===== config.mk =====
export PLATFORM = sky130hd
export DESIGN_NAME = piso_tx_sched
export DESIGN_NICKNAME = d
export VERILOG_FILES = /design/src/rtl/piso_tx_sched.sv
export SDC_FILE = /design/constraint.sdc
export NUM_CORES = 1
export LEC_CHECK = 0
export CORE_ASPECT_RATIO = 1.5
export CORE_MARGIN = 3
export CORE_UTILIZATION = 32
export DETAILED_ROUTE_END_ITERATION = 7
export PLACE_DENSITY = 0.85
export RECOVER_POWER = 25
export SYNTH_ARGS = -nofsm -noshare
export SYNTH_HDL_FRONTEND = slang
export SYNTH_SLANG_ARGS = --single-unit

===== constraint.sdc =====
create_clock -name clk -period 3.4 [get_ports clk]
set_input_delay 0.34 -clock clk [delete_from_list [all_inputs] [get_ports clk]]
set_output_delay 0.34 -clock clk [all_outputs]
set_load 0.03 [all_outputs]

===== src/rtl/piso_tx_sched.sv =====
// piso_tx_sched: round-robin word scheduler and frame sequencer for a PISO shift register.
// Define PISO_TX_PARITY_EN to append an even-parity bit, making each frame WIDTH+1 cycles.
module piso_tx_sched #(
  parameter int WIDTH = 16,
  parameter int NREQ  = 2,
  parameter int SRCW  = $clog2(NREQ)
) (
  input  logic                  clk,
  input  logic                  rst_n,
  input  logic [NREQ-1:0]       req_valid,
  input  logic [NREQ*WIDTH-1:0] req_data,
  output logic [NREQ-1:0]       req_ready,
  output logic                  piso_load,
  output logic [WIDTH-1:0]      piso_data,
  input  logic                  piso_serial,
  output logic                  ser_valid,
  output logic                  ser_data,
  output logic                  ser_first,
  output logic                  ser_last,
  output logic [SRCW-1:0]       ser_src,
  output logic                  busy
);

`ifdef PISO_TX_PARITY_EN
  localparam int FL = WIDTH + 1;
`else
  localparam int FL = WIDTH;
`endif
  localparam int              CNTW     = $clog2(FL);
  localparam logic [CNTW-1:0] LAST_CNT = CNTW'(FL - 1);
  localparam logic [0:0]      IDLE     = 1'b0;
  localparam logic [0:0]      SHIFT    = 1'b1;

  function automatic logic [SRCW-1:0] wrap_idx(input logic [SRCW-1:0] base, input int step);
    wrap_idx = SRCW'((int'(base) + step) % NREQ);
  endfunction

  function automatic logic even_parity(input logic [WIDTH-1:0] word);
    even_parity = ^word;
  endfunction

  logic [0:0]       state_r;
  logic [CNTW-1:0]  bit_cnt_r;
  logic [SRCW-1:0]  last_grant_r;
  logic [SRCW-1:0]  ser_src_r;
  logic [WIDTH-1:0] req_word_s [NREQ];
  logic             grant_found_s;
  logic [SRCW-1:0]  grant_idx_s;
  logic             in_shift_s;
  logic             frame_end_s;
  logic             accept_s;
  logic             grant_s;

  for (genvar i = 0; i < NREQ; i++) begin : g_unpack
    assign req_word_s[i] = req_data[i*WIDTH +: WIDTH];
  end

  assign in_shift_s  = (state_r == SHIFT);
  assign frame_end_s = in_shift_s && (bit_cnt_r == LAST_CNT);
  // rst_n gating keeps the combinational strobes quiet while reset is held.
  assign accept_s    = rst_n && (!in_shift_s || frame_end_s);
  assign grant_s     = accept_s && grant_found_s;

  // Round-robin search starting one past the last granted requester.
  always_comb begin
    grant_found_s = 1'b0;
    grant_idx_s   = '0;
    for (int k = 1; k <= NREQ; k++) begin
      if (!grant_found_s && req_valid[wrap_idx(last_grant_r, k)]) begin
        grant_found_s = 1'b1;
        grant_idx_s   = wrap_idx(last_grant_r, k);
      end else begin
        grant_idx_s   = grant_idx_s;
      end
    end
  end

  // Accept handshake and shift-register load, all in the grant cycle.
  always_comb begin
    if (grant_s) begin
      req_ready = {{(NREQ-1){1'b0}}, 1'b1} << grant_idx_s;
      piso_load = 1'b1;
      piso_data = req_word_s[grant_idx_s];
    end else begin
      req_ready = '0;
      piso_load = 1'b0;
      piso_data = '0;
    end
  end

`ifdef PISO_TX_PARITY_EN
  logic parity_r;

  // Parity of the granted word, replayed on the trailing frame cycle.
  always_ff @(posedge clk or negedge rst_n) begin
    if (!rst_n) begin
      parity_r <= 1'b0;
    end else if (grant_s) begin
      parity_r <= even_parity(req_word_s[grant_idx_s]);
    end else begin
      parity_r <= parity_r;
    end
  end

  // Serial bit: shifter output for data positions, parity on the trailer.
  always_comb begin
    if (frame_end_s) begin
      ser_data = parity_r;
    end else if (in_shift_s) begin
      ser_data = piso_serial;
    end else begin
      ser_data = 1'b0;
    end
  end
`else
  // Serial bit passes straight through from the shifter while framing.
  always_comb begin
    if (in_shift_s) begin
      ser_data = piso_serial;
    end else begin
      ser_data = 1'b0;
    end
  end
`endif

  // Frame sequencer: a grant at the last bit restarts the count with no gap.
  always_ff @(posedge clk or negedge rst_n) begin
    if (!rst_n) begin
      state_r      <= IDLE;
      bit_cnt_r    <= '0;
      last_grant_r <= SRCW'(NREQ - 1);
      ser_src_r    <= '0;
    end else if (grant_s) begin
      state_r      <= SHIFT;
      bit_cnt_r    <= '0;
      last_grant_r <= grant_idx_s;
      ser_src_r    <= grant_idx_s;
    end else if (frame_end_s) begin
      state_r      <= IDLE;
      bit_cnt_r    <= '0;
    end else if (in_shift_s) begin
      bit_cnt_r    <= bit_cnt_r + CNTW'(1);
    end else begin
      bit_cnt_r    <= bit_cnt_r;
    end
  end

  assign ser_valid = in_shift_s;
  assign busy      = in_shift_s;
  assign ser_first = in_shift_s && (bit_cnt_r == '0);
  assign ser_last  = frame_end_s;
  assign ser_src   = ser_src_r;

endmodule


==> key figures <==
Outcome
  – Status: finished clean

CTS
  – Clock transition at path regs: 50 ps
  – CTS Buffer Depth: 2
  – Htree depth: 1
  – Root Driver: clkbuf_4
  – Cts hold-fix bufs: 0
  – CTS tree: built
  – CTS Buf Count: 3
  – Post-CTS Resized: 0
  – Clock Sinks: 7
  – Clk Latency, worst-skew pair: 260 ps
  – Setup bufs post-CTS: 0

Worst setup path
  – Critical path type: flop to primary output
  – Arrival time worst endpoint: 2490 ps
  – Critical path required time: 3060 ps
  – Max Fanout on Critical Path: 20
  – CP Launch Type: flop
  – Setup crit end kind: primary output

GRT
  – Initial antenna violation count: 0
  – Largest net degree at the start of global routing: 21
  – Total gr overflow: 0
  – First-pass GRT wire length: 3660 um
  – Tot GR Track Use: 0.181
  – Number of global-route vias before repair: 814

Synthesis
  – Mux contribution to synthesized area: 0
  – Unique masters post-synth: 23
  – Net Count, Synth: 136
  – Post-Synth Adder-Cell Area: 0.0383
  – Mapped Cells: 97
  – Avg Cell Area, Syn: 6.73 um^2
  – Compound-gate portion of the synthesized area: 0.280
  – Simple logic cell fraction of the synthesized area: 0.295
  – Register area share after synthesis: 0.270
  – Mapped Area: 653 um^2
  – Yosys warns: 0
  – Synthesized flop and latch total: 7
  – Largest family of logic cells by synthesized area: simple AND/OR/NAND/NOR gates
  – Synth Area in XOR/XNOR: 0.0134

Route
  – DR WL/cell: 13.3 um
  – Post-DR vias/cell: 5.02
  – Vias: 889
  – Initial DRC Count: 9
  – Routed WL: 2360 um
  – Final ANT Viol Nets: 0
  – # DRC: 0
  – DRT Pass-1 Iters: 4

Timing
  – TNS Setup: 0 ps
  – Slew HR: 0.545
  – Max-slew violations: 0
  – Clock skew: 8.00 ps
  – Setup violators final: 0
  – Hold Vio Cnt, Final: 0
  – Slew at the pin with the worst max-slew slack: 679 ps
  – RSZ-0062 raised after global routing: no
  – Max frequency: 0.354 GHz
  – Min Tclk post-route: 2830 ps
  – Tcrit/Tclk final: 0.831

Power and ir drop
  – Maximum vdd drop: 0.389 mV
  – Tot Pwr: 0.608 mW
  – PD cells: 481 nW/um^2
  – Static leakage: 0.541 nW

Job
  – Total of max-cap violations: 0

Layout
  – Layout area overhead: 93.9%
  – Post-route cell area: 1270 um^2
  – Reg area: 176 um^2
  – Share of layout cells above drive strength 1: 0.0513
  – Fillcell total: 165
  – Final core occ: 0.674
  – Multi-input gate area: 404 um^2
  – ANT cells: 0
  – Final net count: 196

Floorplan
  – Die span in y: 61.3 um
  – Core area: 1880 um^2
  – Die W: 42.9 um
  – Initial Utilization: 0.348
  – Rows: 19
  – Die area: 2630 um^2
  – Top Ports: 62

Placement
  – GP Congestion: 0.804
  – Port buffer count: 61
  – Post-placement cell area: 1250 um^2
  – HPWL after detailed placement: 1840 um

Hold path
  – HP Class: flop to flop
## flip-flops by register name, indices dropped and copies added, names as in the netlist
register / count
ser_src: 1
busy: 1
last_grant_r: 1
bit_cnt_r: 4
## power by group
group | internal [mW] | total [mW] | leakage [nW] | switching [mW]
clock | 0.0449 | 0.0772 | 0.0150 | 0.0324
combinational | 0.164 | 0.354 | 0.446 | 0.190
sequential | 0.126 | 0.177 | 0.0802 | 0.0514
total | 0.334 | 0.608 | 0.541 | 0.274
## Yosys cell counts
master	count	area, um^2
nor2_1	2	7.51
inv_1	5	18.8
buf_2	3	15.0
dfstp_2	1	26.3
xor2_1	1	8.76
dfrtp_1	6	150
a21bo_2	1	10.0
a211oi_2	1	12.5
o21ai_0	2	10.0
buf_4	3	22.5
o211ai_1	3	22.5
buf_6	1	11.3
a21o_1	3	22.5
nand4_1	1	6.26
nand3_1	3	15.0
a21oi_1	17	85.1
o21ai_2	1	8.76
a21boi_2	1	11.3
and2_1	1	6.26
nor4b_1	1	8.76
ha_1	2	25.0
nand2_1	37	139
nand3_2	1	10.0
## critical path, stage by stage (launching register included)
cell	delay, ps
dfrtp_1	430
ha_1	250
nand3_1	200
a21o_1	440
a21oi_1	200
clkdlybuf4s50_1	710
## routing by layer
| layer | vias up | share of wire | global-route usage |
|---|---|---|---|
| li1 | 442 | - | - |
| met1 | 384 | 0.42 | 0.231 |
| met2 | 60 | 0.45 | 0.300 |
| met3 | 3 | 0.13 | 0.0380 |
| met4 | 0 | 0.0089 | 0.0711 |
| met5 | - | 0 | 0 |
## path summary, 6_finish.rpt
path	start	cells after the start	to	slack [ps]
max reg2reg	bit_cnt_r[0]	4	last_grant_r	1710
max in group asynchronous	rst_n	2	last_grant_r	2500
min in group asynchronous	rst_n	2	bit_cnt_r[2]	580
min reg2reg	ser_src	1	ser_src	470
max	bit_cnt_r[0]	5	piso_data[4]	570
min	ser_src	1	ser_src	470
## placed cells by master (no fill, tap or decap)
cell | netlist | final
o211ai_1 | 3 | 3
clkbuf_1 | 0 | 2
inv_1 | 5 | 5
dlygate4sd3_1 | 0 | 1
a21oi_1 | 17 | 17
o21ai_2 | 1 | 1
nand2_1 | 37 | 37
clkdlybuf4s50_1 | 0 | 60
nor4b_1 | 1 | 1
a21boi_2 | 1 | 1
o21ai_0 | 2 | 2
ha_1 | 2 | 2
a21bo_2 | 1 | 1
nand4_1 | 1 | 1
a21o_1 | 3 | 3
dfrtp_1 | 6 | 6
xor2_1 | 1 | 1
nand3_1 | 3 | 4
clkbuf_4 | 0 | 3
a211oi_2 | 1 | 1
dfstp_2 | 1 | 1
nor2_1 | 2 | 2
and2_1 | 1 | 1
## layout make-up
| cell class | instances | area share |
|---|---|---|
| repair buffers | 62 | 0.485 |
| multi-input cells | 78 | 0.319 |
| flip-flops and latches | 7 | 0.139 |
| clock buffers | 4 | 0.0208 |
| well taps | 21 | 0.0208 |
| inverters | 5 | 0.0148 |
## cell families after synthesis
| logic type | count (synthesis) |
|---|---|
| AND/OR/NAND/NOR | 46 |
| buffers and inverters | 12 |
| AO/OA/AOI/OAI | 29 |
| flip-flops | 7 |
| adder cells (fa/ha/maj) | 2 |
| XOR/XNOR | 1 |
## per-stage QoR
| step | hold WS [ps] | instances | setup WS (ps) |
|---|---|---|---|
| global placement | 469 | 173 | 702 |
| detailed placement | 471 | 173 | 630 |
| floorplan | 44.4 | 97 | 1130 |
| global route | 511 | 177 | 432 |
| finish | 473 | 177 | 575 |
| CTS | 419 | 177 | 625 |
(Power assumes the default switching activity.)
==> RTL edit 1: new RTL, config.mk and constraints unchanged <==
Change the parameter `WIDTH` from 16 to 32.
--- a/src/rtl/piso_tx_sched.sv
+++ b/src/rtl/piso_tx_sched.sv
@@ -2,5 +2,5 @@
 // Define PISO_TX_PARITY_EN to append an even-parity bit, making each frame WIDTH+1 cycles.
 module piso_tx_sched #(
-  parameter int WIDTH = 16,
+  parameter int WIDTH = 32,
   parameter int NREQ  = 2,
   parameter int SRCW  = $clog2(NREQ)
Interface: changed (resized piso_data and req_data); port bits go from 62 to 110. No check against the original RTL was run, so the function may have changed too.
==> RTL edit 1 against the unedited design <==
  * Setup slack got worse by 440 ps
  * Critical path depth rose by 2
  * Sequential cell count rose by 1
  * Highest routed layer unchanged
  * Critical path type unchanged
  * Cell area rose by 49%
  * First-iteration DRC count rose to 4.7 times the old value
  * Total power fell by 3.5%
  * Cell count rose by 20%
  * Area after synthesis rose by 22%
  * Wire length rose by 78%
==> RTL edit 1: results (changes against the unedited design) <==
| Metric | This run | vs unedited |
| --- | --- | --- |
| Final wirelength | 4210 um | was 2360 um |
| Critical path fanouts, max | 16 | was 20 |
| Minimum clock period after layout | 3270 ps | was 2830 ps |
| Leakage | 0.754 nW | was 0.541 nW |
| Area occupied by multi-input gates | 528 um2 | was 404 um2 |
| Final Hold Slack | 516 ps | was 473 ps |
| Total number of vias | 1169 | was 889 |
| Final Net Count | 262 | was 196 |
| Count of cell types in the netlist | 26 | was 23 |
| Arrival time of the worst setup path | 2930 ps | was 2490 ps |
| Share of cells above drive strength 1 | 4.23% | was 5.13% |
| Total placed cells including tap cells | 207 | was 173 |
| Clock buffer instance count of the final layout | 4 | unchanged |
| Cell count of the worst hold path | 2 | was 1 |
| Starting DRT DRC Count | 42 | was 9 |
| Non-clk bufs | 110 | was 62 |
| End point of the most critical hold path | ser_src | unchanged |
| Number of global-route vias before repair | 1116 | was 814 |
| Post-placement worst setup slack | 389 ps | was 630 ps |
| Largest net degree at the start of global routing | 35 | was 21 |
| Sequential share of cell area | 10.7% | was 13.9% |
| Clock distribution area overhead in the final layout | 1.39% | was 2.08% |
| Buffers on Ports | 109 | was 61 |
| Global routing usage summed across all routing layers | 25.5% | was 18.1% |
| Synthesized area per cell | 9.72 um2 | was 6.73 um2 |
| First-pass GRT wire length | 5690 um | was 3660 um |
| Slew Limit Headroom | 60.3% | was 54.5% |
| Last weighted congestion value of the routability-driven placer | 0.700 | was 0.804 |
| Final clock skew | 10.2 ps | was 8.00 ps |
| Outcome | complete, no violations | unchanged |
| Dpl hpwl | 3430 um | was 1840 um |
| Combined flip-flop and latch cell area | 201 um2 | was 176 um2 |
| Number of antenna violations at the first check in global routing | 0 | unchanged |
| Most used standard cells in the synthesized netlist | 35 x sky130_fd_sc_hd__a22o_1, 7 x sky130_fd_sc_hd__dfrtp_1, 4 x sky130_fd_sc_hd__buf_6 | was 37 x sky130_fd_sc_hd__nand2_1, 17 x sky130_fd_sc_hd__a21oi_1, 6 x sky130_fd_sc_hd__dfrtp_1 |
| DP Area | 1860 um2 | was 1250 um2 |
| VDD IR-drop max | 347 uV | was 389 uV |
| Count of state elements after synthesis | 8 | was 7 |
| Final-layout fill cell count | 163 | was 165 |
| Synthesized netlist net count | 154 | was 136 |
| Number of flip-flops in the largest register | 5 | was 4 |
| Setup slack of the worst register-to-register path | 1500 ps | was 1710 ps |
| R2r worst-path depth | 6 | was 4 |
| Crit Reg-Reg Endpoint | ser_src | was last_grant_r |
| Ranking of synthesized cells by area | sky130_fd_sc_hd__a22o_1 38%, sky130_fd_sc_hd__dfrtp_1 22%, sky130_fd_sc_hd__buf_6 5.7% | was sky130_fd_sc_hd__dfrtp_1 23%, sky130_fd_sc_hd__nand2_1 21%, sky130_fd_sc_hd__a21oi_1 13% |
| Fraction of the yosys area taken by sequential cells | 25.3% | was 27.0% |
| Largest area contributor in the netlist | sky130_fd_sc_hd__a22o_1 | was sky130_fd_sc_hd__dfrtp_1 |
| Non-CTS inverters | 3 | was 5 |
| Data buffer area share | 57.9% | was 48.5% |
==> RTL edit 1: routing by layer <==
| layer | track usage [%] | wire, um | vias up |
|---|---|---|---|
| met5 | 0 | 0 | - |
| li1 | - | - | 545 |
| met1 | 28.4 | 1550 | 535 |
| met3 | 5.68 | 442 | 9 |
| met4 | 9.69 | 93 | 0 |
| met2 | 45.2 | 2110 | 80 |
==> RTL edit 1: worst max-delay path by stage <==
stage                       from             to  cells after the start
finish              bit_cnt_r[0]  piso_data[23]                      7
global route        bit_cnt_r[0]   piso_data[4]                      7
floorplan           bit_cnt_r[0]  piso_data[19]                      7
CTS                 bit_cnt_r[0]  piso_data[18]                      7
detailed placement  bit_cnt_r[0]  piso_data[18]                      7
global placement    bit_cnt_r[0]  piso_data[16]                      7
==> RTL edit 1: critical path, stage by stage, from the launching register on <==
cell	delay [ps]
sky130_fd_sc_hd__dfrtp_1	400
sky130_fd_sc_hd__ha_1	200
sky130_fd_sc_hd__and3_1	150
sky130_fd_sc_hd__ha_1	160
sky130_fd_sc_hd__nand2b_2	210
sky130_fd_sc_hd__o2111a_1	590
sky130_fd_sc_hd__a22o_1	250
sky130_fd_sc_hd__clkdlybuf4s50_1	680
==> RTL edit 1: kinds of logic (layout without fill, tap and decap cells) <==
kind of cell             count (synthesis)  in the layout  share of synthesized area, %
AO/OA/AOI/OAI                           42             43                          44.7
XOR/XNOR                                 1              1                          1.10
adder cells (fa/ha/maj)                  3              3                          4.71
buffers and inverters                   11            117                          9.89
flip-flops                               8              8                          25.3
multiplexers                             1              1                          1.41
AND/OR/NAND/NOR                         16             16                          12.9
==> RTL edit 1: power breakdown <==
group           total, W  internal [W]  leakage, nW  switching [W]
logic           0.000324      0.000187        0.646       0.000137
registers       0.000180      0.000137       0.0923      0.0000433
clock network  0.0000837     0.0000453       0.0150      0.0000384
==> RTL edit 2: new RTL, same flow settings <==
Without the edit above. The option `PISO_TX_PARITY_EN` is turned on by a define.
--- a/src/rtl/piso_tx_sched.sv
+++ b/src/rtl/piso_tx_sched.sv
@@ -1,4 +1,6 @@
 // piso_tx_sched: round-robin word scheduler and frame sequencer for a PISO shift register.
 // Define PISO_TX_PARITY_EN to append an even-parity bit, making each frame WIDTH+1 cycles.
+`define PISO_TX_PARITY_EN
+
 module piso_tx_sched #(
   parameter int WIDTH = 16,
Check against the original RTL: no difference found for any inputs over 10 cycles, from zero or initial values and one cycle with rst_n low; that may be too few to reach the edited logic, so the function may still have changed.
==> RTL edit 2 against the unedited design <==
  * Critical path depth grew 2
  * Wire length grew 25%
  * Cell area grew 32%
  * Clock skew shrank 5.7 ps
  * Sequential cell count grew 2
  * Critical path type unchanged
  * Total power grew 27%
  * Setup slack lost 140 ps
  * Area after synthesis grew 52%
  * Sequential power grew 18%
  * Combinational power grew 23%
==> RTL edit 2: results (changes against the unedited design) <==
| Metric | This run | vs unedited |
| --- | --- | --- |
| Outcome | complete, no violations | unchanged |
| Arrival time of the worst setup path | 2630 ps | was 2490 ps |
| Global routing usage summed across all routing layers | 16.2% | was 18.1% |
| Synthesized netlist net count | 173 | was 136 |
| Count of cell types in the netlist | 29 | was 23 |
| R2r worst-path depth | 7 | was 4 |
| Post-placement worst setup slack | 676 ps | was 630 ps |
| Largest net degree at the start of global routing | 23 | was 21 |
| Synth Area in Adders | 2.52% | was 3.83% |
| Dpl hpwl | 2480 um | was 1840 um |
| Slew at the pin with the worst max-slew slack | 551 ps | was 679 ps |
| Int Pwr | 0.000458 W | was 0.000334 W |
| Last weighted congestion value of the routability-driven placer | 0.808 | was 0.804 |
| Maximum clock insertion buffer count | 2 | unchanged |
| Synth Warn # | 0 | unchanged |
| Multiplexer share of the synthesized area | 1.01% | was 0% |
| Crit-path leading delay family | simple AND/OR/NAND/NOR gates | was buffers and inverters |
| Switch share | 40.5% | was 45.0% |
| First-pass GRT wire length | 4620 um | was 3660 um |
| Final wirelength | 2950 um | was 2360 um |
| Insertion delay of the later-clocked pin in the worst-skew pair | 240 ps | was 260 ps |
| Final clock skew | 2.30 ps | was 8.00 ps |
| Ranking of synthesized cells by area | sky130_fd_sc_hd__xnor2_1 23%, sky130_fd_sc_hd__dfrtp_1 20%, sky130_fd_sc_hd__nand2_1 15% | was sky130_fd_sc_hd__dfrtp_1 23%, sky130_fd_sc_hd__nand2_1 21%, sky130_fd_sc_hd__a21oi_1 13% |
| Final cell count without fillers | 233 | was 177 |
| Final Net Count | 234 | was 196 |
| Most used standard cells in the synthesized netlist | 39 x sky130_fd_sc_hd__nand2_1, 26 x sky130_fd_sc_hd__xnor2_1, 17 x sky130_fd_sc_hd__a21oi_1 | was 37 x sky130_fd_sc_hd__nand2_1, 17 x sky130_fd_sc_hd__a21oi_1, 6 x sky130_fd_sc_hd__dfrtp_1 |
| Share of cells above drive strength 1 | 4.64% | was 5.13% |
| Synth Area in XOR/XNOR | 28.9% | was 1.34% |
| Sequential Power | 0.000208 W | was 0.000177 W |
| Largest stage delay on the critical path | 730 ps | was 710 ps |
| DP Area | 1620 um2 | was 1250 um2 |
| VDD IR-drop max | 273 uV | was 389 uV |
| Root buffer selected by CTS | sky130_fd_sc_hd__clkbuf_8 | was sky130_fd_sc_hd__clkbuf_4 |
| Compound-gate portion of the synthesized area | 18.5% | was 28.0% |
| Number of global-route vias before repair | 1155 | was 814 |
| Leakage | 0.654 nW | was 0.541 nW |
| Path class of the lowest-slack min-delay path | reg2reg | unchanged |
| Minimum clock period after layout | 2970 ps | was 2830 ps |
| Critical path fanouts, max | 22 | was 20 |
| CTS Buf Count | 3 | unchanged |
| Endpoint of the worst setup timing path | req_ready[1] | was piso_data[4] |
| Mapped Cells | 134 | was 97 |
| Setup slack of the worst register-to-register path | 1400 ps | was 1710 ps |
| Buffers on Ports | 61 | unchanged |
| Crit Reg-Reg Endpoint | parity_r | was last_grant_r |
| Starting DRT DRC Count | 21 | was 9 |
| Fraction of the yosys area taken by sequential cells | 22.8% | was 27.0% |
RTL edit 2: cell types whose count changed in the layout (fill, tap and decap cells not counted), moves of 2 or more:
| cell | unedited run | this run |
|---|---|---|
| sky130_fd_sc_hd__a22o_1 | 0 | 2 |
| sky130_fd_sc_hd__clkbuf_4 | 3 | 0 |
| sky130_fd_sc_hd__clkbuf_8 | 0 | 3 |
| sky130_fd_sc_hd__dfrtp_1 | 6 | 8 |
| sky130_fd_sc_hd__inv_1 | 5 | 3 |
| sky130_fd_sc_hd__nand2_1 | 37 | 39 |
| sky130_fd_sc_hd__nand3_1 | 4 | 1 |
| sky130_fd_sc_hd__nor2_1 | 2 | 5 |
| sky130_fd_sc_hd__o211ai_1 | 3 | 0 |
| sky130_fd_sc_hd__o21ai_0 | 2 | 5 |
| sky130_fd_sc_hd__xnor2_1 | 0 | 26 |
| sky130_fd_sc_hd__xnor2_2 | 0 | 2 |
| sky130_fd_sc_hd__xor2_1 | 1 | 3 |
RTL edit 2: per-layer routing:
layer / global-route usage (%) / routed length [um]
met5: 0 / 0
met3: 5.21 / 301
met1: 15.3 / 1080
met4: 11.1 / 95
met2: 29.2 / 1480
RTL edit 2: how the worst min path moves through the flow:
stage / from / to / slack [ps]
final: ser_src / ser_src / 500
after global routing: ser_src / ser_src / 510
after CTS: rst_n / ser_src / 440
after detailed placement: ser_src / ser_src / 490
after global placement: ser_src / ser_src / 480
after floorplan: rst_n / bit_cnt_r[0] / 40
RTL edit 2: area by class of cell:
class | count | area, um2
clock buffer | 4 | 45.0
tap | 39 | 48.8
fill | 294 | 1280
timing repair buffer | 62 | 614
sequential | 9 | 226
inverter | 3 | 11.3
multi-input combinational | 116 | 719
